==> src/rtl/tlul_pkg.sv <==
// TL-UL channel types shared by hosts and devices on the crossbar.
// Single-word 32-bit data path with 8-bit source ids.
package tlul_pkg;

  typedef enum logic [2:0] {
    PutFullData    = 3'h0,
    PutPartialData = 3'h1,
    Get            = 3'h4
  } tl_a_op_e;

  typedef enum logic [2:0] {
    AccessAck     = 3'h0,
    AccessAckData = 3'h1
  } tl_d_op_e;

  typedef logic [15:0] tl_a_user_t;
  localparam tl_a_user_t TL_A_USER_DEFAULT = 16'h0;

  typedef struct packed {
    logic       a_valid;
    tl_a_op_e   a_opcode;
    logic [2:0] a_param;
    logic [1:0] a_size;
    logic [7:0] a_source;
    logic [31:0] a_address;
    logic [3:0] a_mask;
    logic [31:0] a_data;
    tl_a_user_t a_user;
    logic       d_ready;
  } tl_h2d_t;

  typedef struct packed {
    logic       d_valid;
    tl_d_op_e   d_opcode;
    logic [2:0] d_param;
    logic [1:0] d_size;
    logic [7:0] d_source;
    logic [0:0] d_sink;
    logic [31:0] d_data;
    logic [15:0] d_user;
    logic       d_error;
    logic       a_ready;
  } tl_d2h_t;

endpackage

==> src/rtl/uart_tlul_host_pkg.sv <==
// Frame opcodes, response codes and FSM states of the UART bus host.
// Shared by the top level and its testbench.
package uart_tlul_host_pkg;

  localparam logic [7:0] OpWrite = 8'h57;
  localparam logic [7:0] OpRead  = 8'h52;
  localparam logic [7:0] RspOk   = 8'h4B;
  localparam logic [7:0] RspErr  = 8'h45;

  typedef enum logic [2:0] {
    ST_IDLE,
    ST_ADDR,
    ST_DATA,
    ST_REQ,
    ST_RSP,
    ST_SEND
  } state_e;

endpackage

==> src/rtl/uart_byte_phy.sv <==
// 8N1 byte engines: oversampled RX with framing flag, TX with
// valid/ready that accepts the next byte during the last stop cycle.
module uart_byte_phy #(
  parameter int ClksPerBit = 1085
) (
  input  logic       clk_i,
  input  logic       rst_i,
  input  logic       rx_i,
  output logic       rx_valid_o,
  output logic [7:0] rx_data_o,
  output logic       rx_ferr_o,
  input  logic       tx_valid_i,
  input  logic [7:0] tx_data_i,
  output logic       tx_ready_o,
  output logic       tx_idle_o,
  output logic       tx_o
);

  localparam int CW = $clog2(ClksPerBit + 1);
  localparam logic [CW-1:0] LastCnt = CW'(ClksPerBit - 1);
  localparam logic [CW-1:0] HalfCnt = CW'(ClksPerBit / 2 - 1);

  logic          r_rx_meta;
  logic          r_rx_sync;
  logic          r_rx_prev;
  logic          r_rx_busy;
  logic [CW-1:0] r_rx_cnt;
  logic [3:0]    r_rx_bit;
  logic [7:0]    r_rx_sh;
  logic          r_rx_valid;
  logic          r_rx_ferr;

  logic          r_tx;
  logic          r_tx_busy;
  logic [CW-1:0] r_tx_cnt;
  logic [3:0]    r_tx_bit;
  logic [8:0]    r_tx_sh;
  logic          w_tx_last;

  always_ff @(posedge clk_i) begin
    if (rst_i) begin
      r_rx_meta  <= 1'b1;
      r_rx_sync  <= 1'b1;
      r_rx_prev  <= 1'b1;
      r_rx_busy  <= 1'b0;
      r_rx_cnt   <= '0;
      r_rx_bit   <= '0;
      r_rx_sh    <= '0;
      r_rx_valid <= 1'b0;
      r_rx_ferr  <= 1'b0;
    end else begin
      r_rx_meta  <= rx_i;
      r_rx_sync  <= r_rx_meta;
      r_rx_prev  <= r_rx_sync;
      r_rx_valid <= 1'b0;
      r_rx_ferr  <= 1'b0;
      if (!r_rx_busy) begin
        if (r_rx_prev && !r_rx_sync) begin
          r_rx_busy <= 1'b1;
          r_rx_cnt  <= '0;
          r_rx_bit  <= '0;
        end
      end else if (r_rx_bit == 4'd0) begin
        // start-bit midpoint: a high line here was only a glitch
        if (r_rx_cnt == HalfCnt) begin
          r_rx_cnt <= '0;
          if (r_rx_sync) r_rx_busy <= 1'b0;
          else           r_rx_bit  <= 4'd1;
        end else begin
          r_rx_cnt <= r_rx_cnt + 1'b1;
        end
      end else if (r_rx_cnt != LastCnt) begin
        r_rx_cnt <= r_rx_cnt + 1'b1;
      end else begin
        r_rx_cnt <= '0;
        if (r_rx_bit == 4'd9) begin
          r_rx_busy  <= 1'b0;
          r_rx_valid <= r_rx_sync;
          r_rx_ferr  <= !r_rx_sync;
        end else begin
          r_rx_sh  <= {r_rx_sync, r_rx_sh[7:1]};
          r_rx_bit <= r_rx_bit + 1'b1;
        end
      end
    end
  end

  assign rx_valid_o = r_rx_valid;
  assign rx_ferr_o  = r_rx_ferr;
  assign rx_data_o  = r_rx_sh;

  assign w_tx_last  = r_tx_busy && (r_tx_cnt == LastCnt) &&
                      (r_tx_bit == 4'd9);
  assign tx_ready_o = !r_tx_busy || w_tx_last;
  assign tx_idle_o  = !r_tx_busy;
  assign tx_o       = r_tx;

  always_ff @(posedge clk_i) begin
    if (rst_i) begin
      r_tx      <= 1'b1;
      r_tx_busy <= 1'b0;
      r_tx_cnt  <= '0;
      r_tx_bit  <= '0;
      r_tx_sh   <= '0;
    end else if (tx_valid_i && tx_ready_o) begin
      r_tx      <= 1'b0;
      r_tx_sh   <= {1'b1, tx_data_i};
      r_tx_cnt  <= '0;
      r_tx_bit  <= '0;
      r_tx_busy <= 1'b1;
    end else if (r_tx_busy) begin
      if (r_tx_cnt != LastCnt) begin
        r_tx_cnt <= r_tx_cnt + 1'b1;
      end else begin
        r_tx_cnt <= '0;
        if (r_tx_bit == 4'd9) begin
          r_tx_busy <= 1'b0;
        end else begin
          r_tx     <= r_tx_sh[0];
          r_tx_sh  <= {1'b1, r_tx_sh[8:1]};
          r_tx_bit <= r_tx_bit + 1'b1;
        end
      end
    end
  end

endmodule

==> src/rtl/uart_tlul_host.sv <==
// UART command frames to single-word TL-UL Get/PutFullData host.
// One transaction in flight; status and read data returned on TX.
module uart_tlul_host #(
  parameter int ClockFrequency = 125_000_000,
  parameter int BaudRate       = 115_200,
  parameter int TimeoutCycles  = 1_000_000,
  parameter int SourceId       = 0
) (
  input  logic               clk_i,
  input  logic               rst_i,
  input  logic               uart_rx_i,
  output logic               uart_tx_o,
  output tlul_pkg::tl_h2d_t  tl_h_o,
  input  tlul_pkg::tl_d2h_t  tl_h_i,
  output logic               busy_o
);

  import uart_tlul_host_pkg::*;

  localparam int ClksPerBit = ClockFrequency / BaudRate;
  localparam int TW = $clog2(TimeoutCycles + 1);

  logic       w_rx_valid;
  logic [7:0] w_rx_data;
  logic       w_rx_ferr;
  logic       w_tx_valid;
  logic [7:0] w_tx_data;
  logic       w_tx_ready;
  logic       w_tx_idle;

  state_e        r_state;
  state_e        w_next;
  logic          r_is_read;
  logic [31:0]   r_addr;
  logic [31:0]   r_data;
  logic [1:0]    r_cnt;
  logic [TW-1:0] r_tmo;
  logic [31:0]   r_txq;
  logic [2:0]    r_left;
  logic          w_last;
  logic          w_tmo;
  logic          w_in_frame;
  logic          w_unused;

  uart_byte_phy #(
    .ClksPerBit (ClksPerBit)
  ) u_phy (
    .clk_i      (clk_i),
    .rst_i      (rst_i),
    .rx_i       (uart_rx_i),
    .rx_valid_o (w_rx_valid),
    .rx_data_o  (w_rx_data),
    .rx_ferr_o  (w_rx_ferr),
    .tx_valid_i (w_tx_valid),
    .tx_data_i  (w_tx_data),
    .tx_ready_o (w_tx_ready),
    .tx_idle_o  (w_tx_idle),
    .tx_o       (uart_tx_o)
  );

  assign w_last     = (r_cnt == 2'd3);
  assign w_tmo      = (r_tmo == TW'(TimeoutCycles - 1));
  assign w_in_frame = (r_state == ST_ADDR) || (r_state == ST_DATA);
  assign busy_o     = (r_state != ST_IDLE);

  always_ff @(posedge clk_i) begin
    if (rst_i) r_state <= ST_IDLE;
    else       r_state <= w_next;
  end

  // first response byte is handed to the TX engine on the transition
  // into SEND so its start bit appears in SEND's first cycle
  always_comb begin
    w_next     = r_state;
    w_tx_valid = 1'b0;
    w_tx_data  = RspErr;
    unique case (r_state)
      ST_IDLE: begin
        if (w_rx_valid) begin
          if (w_rx_data == OpWrite || w_rx_data == OpRead) begin
            w_next = ST_ADDR;
          end else begin
            w_next     = ST_SEND;
            w_tx_valid = 1'b1;
          end
        end
      end
      ST_ADDR: begin
        if (w_rx_ferr || w_tmo) begin
          w_next = ST_IDLE;
        end else if (w_rx_valid && w_last) begin
          if (w_rx_data[1:0] != 2'b00) begin
            w_next     = ST_SEND;
            w_tx_valid = 1'b1;
          end else if (r_is_read) begin
            w_next = ST_REQ;
          end else begin
            w_next = ST_DATA;
          end
        end
      end
      ST_DATA: begin
        if (w_rx_ferr || w_tmo) w_next = ST_IDLE;
        else if (w_rx_valid && w_last) w_next = ST_REQ;
      end
      ST_REQ: begin
        if (tl_h_i.a_ready) w_next = ST_RSP;
      end
      ST_RSP: begin
        if (tl_h_i.d_valid) begin
          w_next     = ST_SEND;
          w_tx_valid = 1'b1;
          if (!tl_h_i.d_error) begin
            w_tx_data = r_is_read ? tl_h_i.d_data[31:24] : RspOk;
          end
        end
      end
      ST_SEND: begin
        w_tx_valid = (r_left != 3'd0);
        w_tx_data  = r_txq[31:24];
        if (r_left == 3'd0 && w_tx_idle) w_next = ST_IDLE;
      end
      default: w_next = ST_IDLE;
    endcase
  end

  always_ff @(posedge clk_i) begin
    if (rst_i) begin
      r_is_read <= 1'b0;
      r_addr    <= '0;
      r_data    <= '0;
      r_cnt     <= '0;
      r_tmo     <= '0;
      r_txq     <= '0;
      r_left    <= '0;
    end else begin
      r_tmo <= (w_in_frame && !w_rx_valid) ? r_tmo + 1'b1 : '0;
      if (r_state == ST_IDLE && w_rx_valid) begin
        r_is_read <= (w_rx_data == OpRead);
        r_cnt     <= '0;
        r_data    <= '0;
      end
      if (w_in_frame && w_rx_valid) r_cnt <= r_cnt + 1'b1;
      if (r_state == ST_ADDR && w_rx_valid) begin
        r_addr <= {r_addr[23:0], w_rx_data};
      end
      if (r_state == ST_DATA && w_rx_valid) begin
        r_data <= {r_data[23:0], w_rx_data};
      end
      if (r_state == ST_RSP && tl_h_i.d_valid) begin
        r_txq  <= {tl_h_i.d_data[23:0], RspOk};
        r_left <= (r_is_read && !tl_h_i.d_error) ? 3'd4 : 3'd0;
      end
      if (r_state == ST_SEND && w_tx_valid && w_tx_ready) begin
        r_txq  <= {r_txq[23:0], 8'h00};
        r_left <= r_left - 1'b1;
      end
    end
  end

  always_comb begin
    tl_h_o           = '0;
    tl_h_o.a_valid   = (r_state == ST_REQ);
    tl_h_o.a_opcode  = r_is_read ? tlul_pkg::Get : tlul_pkg::PutFullData;
    tl_h_o.a_param   = 3'd0;
    tl_h_o.a_size    = 2'd2;
    tl_h_o.a_source  = 8'(SourceId);
    tl_h_o.a_address = r_addr;
    tl_h_o.a_mask    = 4'hF;
    tl_h_o.a_data    = r_is_read ? 32'h0 : r_data;
    tl_h_o.a_user    = tlul_pkg::TL_A_USER_DEFAULT;
    tl_h_o.d_ready   = (r_state == ST_RSP);
  end

  assign w_unused = ^{tl_h_i.d_opcode, tl_h_i.d_param, tl_h_i.d_size,
                      tl_h_i.d_source, tl_h_i.d_sink, tl_h_i.d_user,
                      tl_h_i.d_data[23:0]};

endmodule

==> config.mk <==
export PLATFORM = sky130hd
export DESIGN_NAME = uart_tlul_host
export DESIGN_NICKNAME = d
export VERILOG_FILES = /design/src/rtl/tlul_pkg.sv /design/src/rtl/uart_tlul_host_pkg.sv /design/src/rtl/uart_byte_phy.sv /design/src/rtl/uart_tlul_host.sv
export SDC_FILE = /design/constraint.sdc
export NUM_CORES = 1
export LEC_CHECK = 0
export BUFFER_PORTS_ARGS = -buffer_cell sky130_fd_sc_hd__buf_2
export CAP_MARGIN = 10
export CORE_MARGIN = 4
export CORE_UTILIZATION = 49
export DETAILED_ROUTE_END_ITERATION = 8
export GPL_TIMING_DRIVEN = 0
export PLACE_DENSITY = 0.75
export SYNTH_ARGS = -nofsm -noshare
export SYNTH_HDL_FRONTEND = slang
export SYNTH_SLANG_ARGS = --single-unit
==> constraint.sdc <==
create_clock -name clk_i -period 2.2 [get_ports clk_i]
set_input_delay 0.22 -clock clk_i [delete_from_list [all_inputs] [get_ports clk_i]]
set_output_delay 0.22 -clock clk_i [all_outputs]
set_load 0.02 [all_outputs]
* Word-level counts from Yosys, hierarchy flattened *
Cells that the tools add are included.
Widths: inputs -> output; s select.

storage, ports and cells
  input port bits = 71
  output and inout port bits = 104
  word-level logic and storage cells = 173
  register bits after elaboration = 173

operators by class
  bitwise logic cells = 7
  eq/ne operators = 27
  mux-type cells = 66
  $add $sub $neg = 7
  reduce and logical (&&, ||, !) cells = 43

operator list
  operator               number
  $mux 32                5
  $mux 11                6
  $mux 3                 14
  $mux 9                 4
  $mux 4                 7
  $mux 8                 3
  $add 11x1->11 const B  2
  $mux 1                 22
  $ne 11x11->1 const B   2
  $add 20x1->20 const B  1
  $eq 20x20->1 const B   1
  $pmux 3 s6             1
  $eq 8x7->1 const B     2
  $pmux 8 s2             1
  $logic_and 1x1->1      15
  $ne 3x3->1 const B     4
  $reduce_bool 2->1      6
  $eq 11x10->1 const B   1
  $eq 11x11->1 const B   1
  $add 4x1->4 const B    2
  $eq 4x4->1 const B     2
  $ne 2x1->1 const B     4
  $not 1->1              7
  $eq 3x2->1 const B     2
  20 further kinds       35

* Logic depth before layout (Yosys ltp) *
  depth after elaboration = 8
  gate-level depth with buffers = 9

* Hierarchy *
A second synthesis with hierarchy kept.

second synthesis, totals
  cell total of the unflattened synthesis = 975
  area, all modules = 7,945.1 µm²

by module, submodules not included
  module          sequential area each (µm²)  area an instance (µm²)  instances  cells each
  uart_tlul_host  2,362.3                     5,435.2                 1          695
  uart_byte_phy   1,101.1                     2,509.9                 1          280

* Worst setup path before layout *
Ideal clock, no wire load.

  path type = reg2reg
  start point = reg r_state[0]
  end point = reg u_phy.r_tx_sh[1]
  data arrival time = 2.189 ns
  stages on the path, launching flop included = 8
  setup time = 0.070 ns
  period minus slack after synthesis = 2.259 ns
  path slack = -0.059 ns
  data required time = 2.130 ns
  path through = dfxtp_1 clkbuf_1 nor3b_1 nand2_1 nor2_1 o21ai_0 mux2_4 a21oi_1

RTL lines
  item                      line                  source
  start: declaration        uart_tlul_host.sv:31  state_e r_state;
  start signal: assignment  uart_tlul_host.sv:68  else r_state <= w_next;
  end signal: assignment    uart_byte_phy.sv:107  r_tx_sh <= {1'b1, tx_data_i};
  end signal: assignment    uart_byte_phy.sv:120  r_tx_sh <= {1'b1, r_tx_sh[8:1]};
  end: declaration          uart_byte_phy.sv:37   logic [8:0] r_tx_sh;

* Final worst setup path *
  start point = reg u_phy.r_tx_cnt[6]
  end point = reg u_phy.r_tx_sh[1]

on the way
  word-level cells in the longest chain between the ends = 7
  elaborated cells on any way between the ends = 11
  classes of those cells = eq/ne (4); mux (1); reduce/logical (6)

ends and longest elaborated chain
  item                                          line                  source
  start: declaration                            uart_byte_phy.sv:35   logic [CW-1:0] r_tx_cnt;
  start signal: assignment                      uart_byte_phy.sv:113  r_tx_cnt <= r_tx_cnt + 1'b1;
  $eq 11x11->1                                  uart_byte_phy.sv:92   assign w_tx_last = r_tx_busy && (r_tx_cnt == LastCnt) &&
  $logic_and 1x1->1 (2 in series)               uart_byte_phy.sv:92
  $logic_or 1x1->1                              uart_byte_phy.sv:94   assign tx_ready_o = !r_tx_busy || w_tx_last;
  $logic_and 1x1->1                             uart_byte_phy.sv:105  end else if (tx_valid_i && tx_ready_o) begin
  $ne 2x2->1 (no line) (tied with other cells)  --
  $reduce_and 3->1 (no line)                    --

Parallel ways exist; a longest one is shown, timed or not.
A chain may end at the register's enable or synchronous reset.

==> run_results.csv <==
group,metric,value,unit
place,dp_hpwl,14.0,mm
power,p_leak,4.02,nW
logic_synthesis,synth_top_cell_by_area,"dfxtp_1",
power,power.density,732,nW/um^2
route,detail_route.wl_per_cell,14.5,microns
run_status,violations,"setup timing",
run,cap_violations,0,
clock_network,cts_root_buf,"clkbuf_16",
floorplan,io_pins,175,
logic_synthesis,ys_types,66,
floorplan,die_h,136,microns
clock_network,clkLatencyLatePin,0.43,ns
clock_network,cts-buffers-inserted,17,
route,drtAntennaViolNets,0,
run_status,status,"finished, violations left",
grt,overflow,0,
grt,grt_use_met2,36.7,%
grt,grtUsageTotal,21.5,%
setup_path,cp_slowest_stage_delay,0.53,ns
clock_network,cts_max_level,4,
timing,period_share,108,%
timing,worst_clock_skew,0.00805,ns
route,drtPass1Iterations,5,
finish,final_core_util,63.8,%
grt,grt_pass1_wl,32.6,mm
route,wl,20.1,mm
clock_network,ctsLongestPathBuffers,2,
logic_synthesis,syn_inst,982,
setup_path,cp_max_fo,5,
grt,grt_pass1_vias,6996,
finish,fillCellCount,1391,
route,dr_total_vias,7297,
timing,rsz0062_at_grt,"yes",
finish,area_growth,26.2,%
grt,met3_usage,4.18,%
floorplan,core,16000,sq um
logic_synthesis,ys_warn_count,0,
finish,drive_gt1_share,27.1,%
logic_synthesis,ys_ff_latch,173,
route,post-route-drc-count,0,
logic_synthesis,seq_area_frac_synth,42.8,%
timing,finalHoldViolations,0,
logic_synthesis,ys.flop_type,"dfxtp_1",
place,dp_cells,1336,
setup_path,path_buf_inv,1,
min_path,worst_hold_path_type,"input port to flop",
route,drt-initial-drc-count,504,
grt,grt_use_met1,26.6,%
logic_synthesis,syn_avg_cell_area,8.23,sq um
timing,tightest_slew,0.947,ns
finish,antenna_cells,0,
timing,slew_headroom,36.8,%
setup_path,cp-start-kind,"flop",
setup_path,arrival,2.73,ns
place,portBuffers,105,
grt,grt_start_max_net_pins,17,
power,vdd_drop_max,0.617,mV
setup_path,critPathSlowestCell,"or4_4",
logic_synthesis,netlist_area,8090,sq um
floorplan,initial_utilization,50.5,%
power,power,7.47,mW
setup_path,crit_required,2.56,ns
floorplan,fp.dieArea,18600,sq um
floorplan,rows,46,
floorplan,die_w,136,microns
setup_path,end_kind,"flop",
logic_synthesis,synthArstFlopShare,0,%
grt,top_usage_layer,"met2",
route,viasPerCell,5.26,
logic_synthesis,synth_top_area_share,42.8,%
setup_path,path_cells,"or4_4, or3_4, o21ai_4, o21a_1, buf_6, mux2_4, a21oi_2",
timing,setup_violations,51,
grt,antenna_found_initial,0,
timing,post-route-min-period,2.37,ns
timing,final_max_slew_viol_count,0,
timing,finalHoldWorstSlack,0.0212,ns
logic_synthesis,synth_edf_count,0,
finish,nets,1244,
clock_network,clk_pin_slew,0.06,ns
timing,fmax,421,MHz
timing,timing.final.ws_setup,-0.173,ns
logic_synthesis,synthTopCellsByArea,"dfxtp_1, nand2_1, a21oi_1",
clock_network,cts_tree,"yes",
setup_path,critPathKind,"flop to flop",
setup_path,critPathTopFamily,"simple AND/OR/NAND/NOR gates",
finish,fin_cells,1387,
timing,tns,-4.14,ns
clock_network,cts.sinks,173,
place,place.gp.congestion,0.823,
cell families after synthesis:
logic type                 count (synthesis)  share of synthesized area (%)
xor gates and xnor gates                  31                           3.36
DFF                                      173                           42.8
muxes                                     21                           2.80
buffers and inverters                    117                           7.38
other                                      2                         0.0929
AOI/OAI and AO/OA                        166                           14.3
and+or+nand+nor                          458                           27.0
adders and majority gates                 14                           2.17
synthesized netlist by cell type, types with 9 or more instances:
master      n
a21oi_1    87
a311oi_2   16
a31oi_1    12
and3_1     15
buf_2       9
buf_4      37
clkbuf_1   49
dfxtp_1   173
ha_1       14
inv_1      18
mux2i_1    14
nand2_1   187
nand2b_1    9
nand3_1    61
nand4_1    11
nor2_1     82
nor2b_1    37
nor3_1     10
o21ai_0    11
or3_1       9
xnor2_1    10
xor2_1     21
flip-flops by register name, indices dropped and copies added (netlist names), 8 cells and up:
name             flops
r_txq               25
r_tmo               20
u_phy.r_tx_cnt      11
u_phy.r_rx_cnt      11
u_phy.r_tx_sh        9
r_data              32
r_addr              32
u_phy.rx_data_o      8
layout by cell type (no fill, tap or decap), types with 16 or more instances in the layout:
cell type	count
dfxtp_1	163
nor2_1	60
clkbuf_16	17
clkbuf_1	39
xor2_1	21
conb_1	35
nand2_1	184
buf_4	51
buf_2	108
nand3_1	59
a311oi_2	16
nor2_2	20
a21oi_1	81
nor2b_1	37
inv_1	16
timing repair:
action                                  in CTS  in global routing
buffers inserted                             9                  6
cloned                                       4                  2
pin swaps                                   24                 20
hold buffers                                 1                  0
endpoints found under the setup margin      98                 92
resized for setup                           73                 50
endpoints found under the hold margin        1                  0
final cells by class:
cell class / count / area [sq um] / area share, %
Buffer: 97 / 577 / 5.65
Clock buffer: 25 / 505 / 4.95
Clock inverter: 6 / 130 / 1.28
Inverter: 18 / 67.6 / 0.662
Multi-Input combinational cell: 727 / 4490 / 44.0
Sequential cell: 173 / 3480 / 34.1
Tap cell: 216 / 270 / 2.65
Timing Repair Buffer: 125 / 687 / 6.73
routing by layer:
metal  part of all wire [%]  up-vias
li1                       -     3642
met1                     43     3417
met2                     50      199
met3                    4.8       39
met4                    2.3        0
met5                      0        -
metrics by stage:
step,setup slack [ns],area [sq um]
global route,-0.227,10200
CTS,-0.134,10000
detailed placement,-0.311,9020
finish,-0.173,10200
global placement,-0.238,9020
floorplan,0.00329,8220
final timing paths:
check                     from          endpoint  slack, ns  cells past startpoint
min reg2reg    u_phy.r_rx_meta   u_phy.r_rx_sync       0.43                      1
min                 tl_h_i[49]  u_phy.r_tx_sh[7]       0.02                      2
max          u_phy.r_tx_cnt[6]  u_phy.r_tx_sh[1]      -0.17                      7
max reg2reg  u_phy.r_tx_cnt[6]  u_phy.r_tx_sh[1]      -0.17                      7
power by group:
part / internal, mW / switching [mW]
Sequential: 3.24 / 0.0836
Clock: 2.04 / 1.16
Combinational: 0.368 / 0.583
Note: power is estimated with default switching activity, not from simulation.
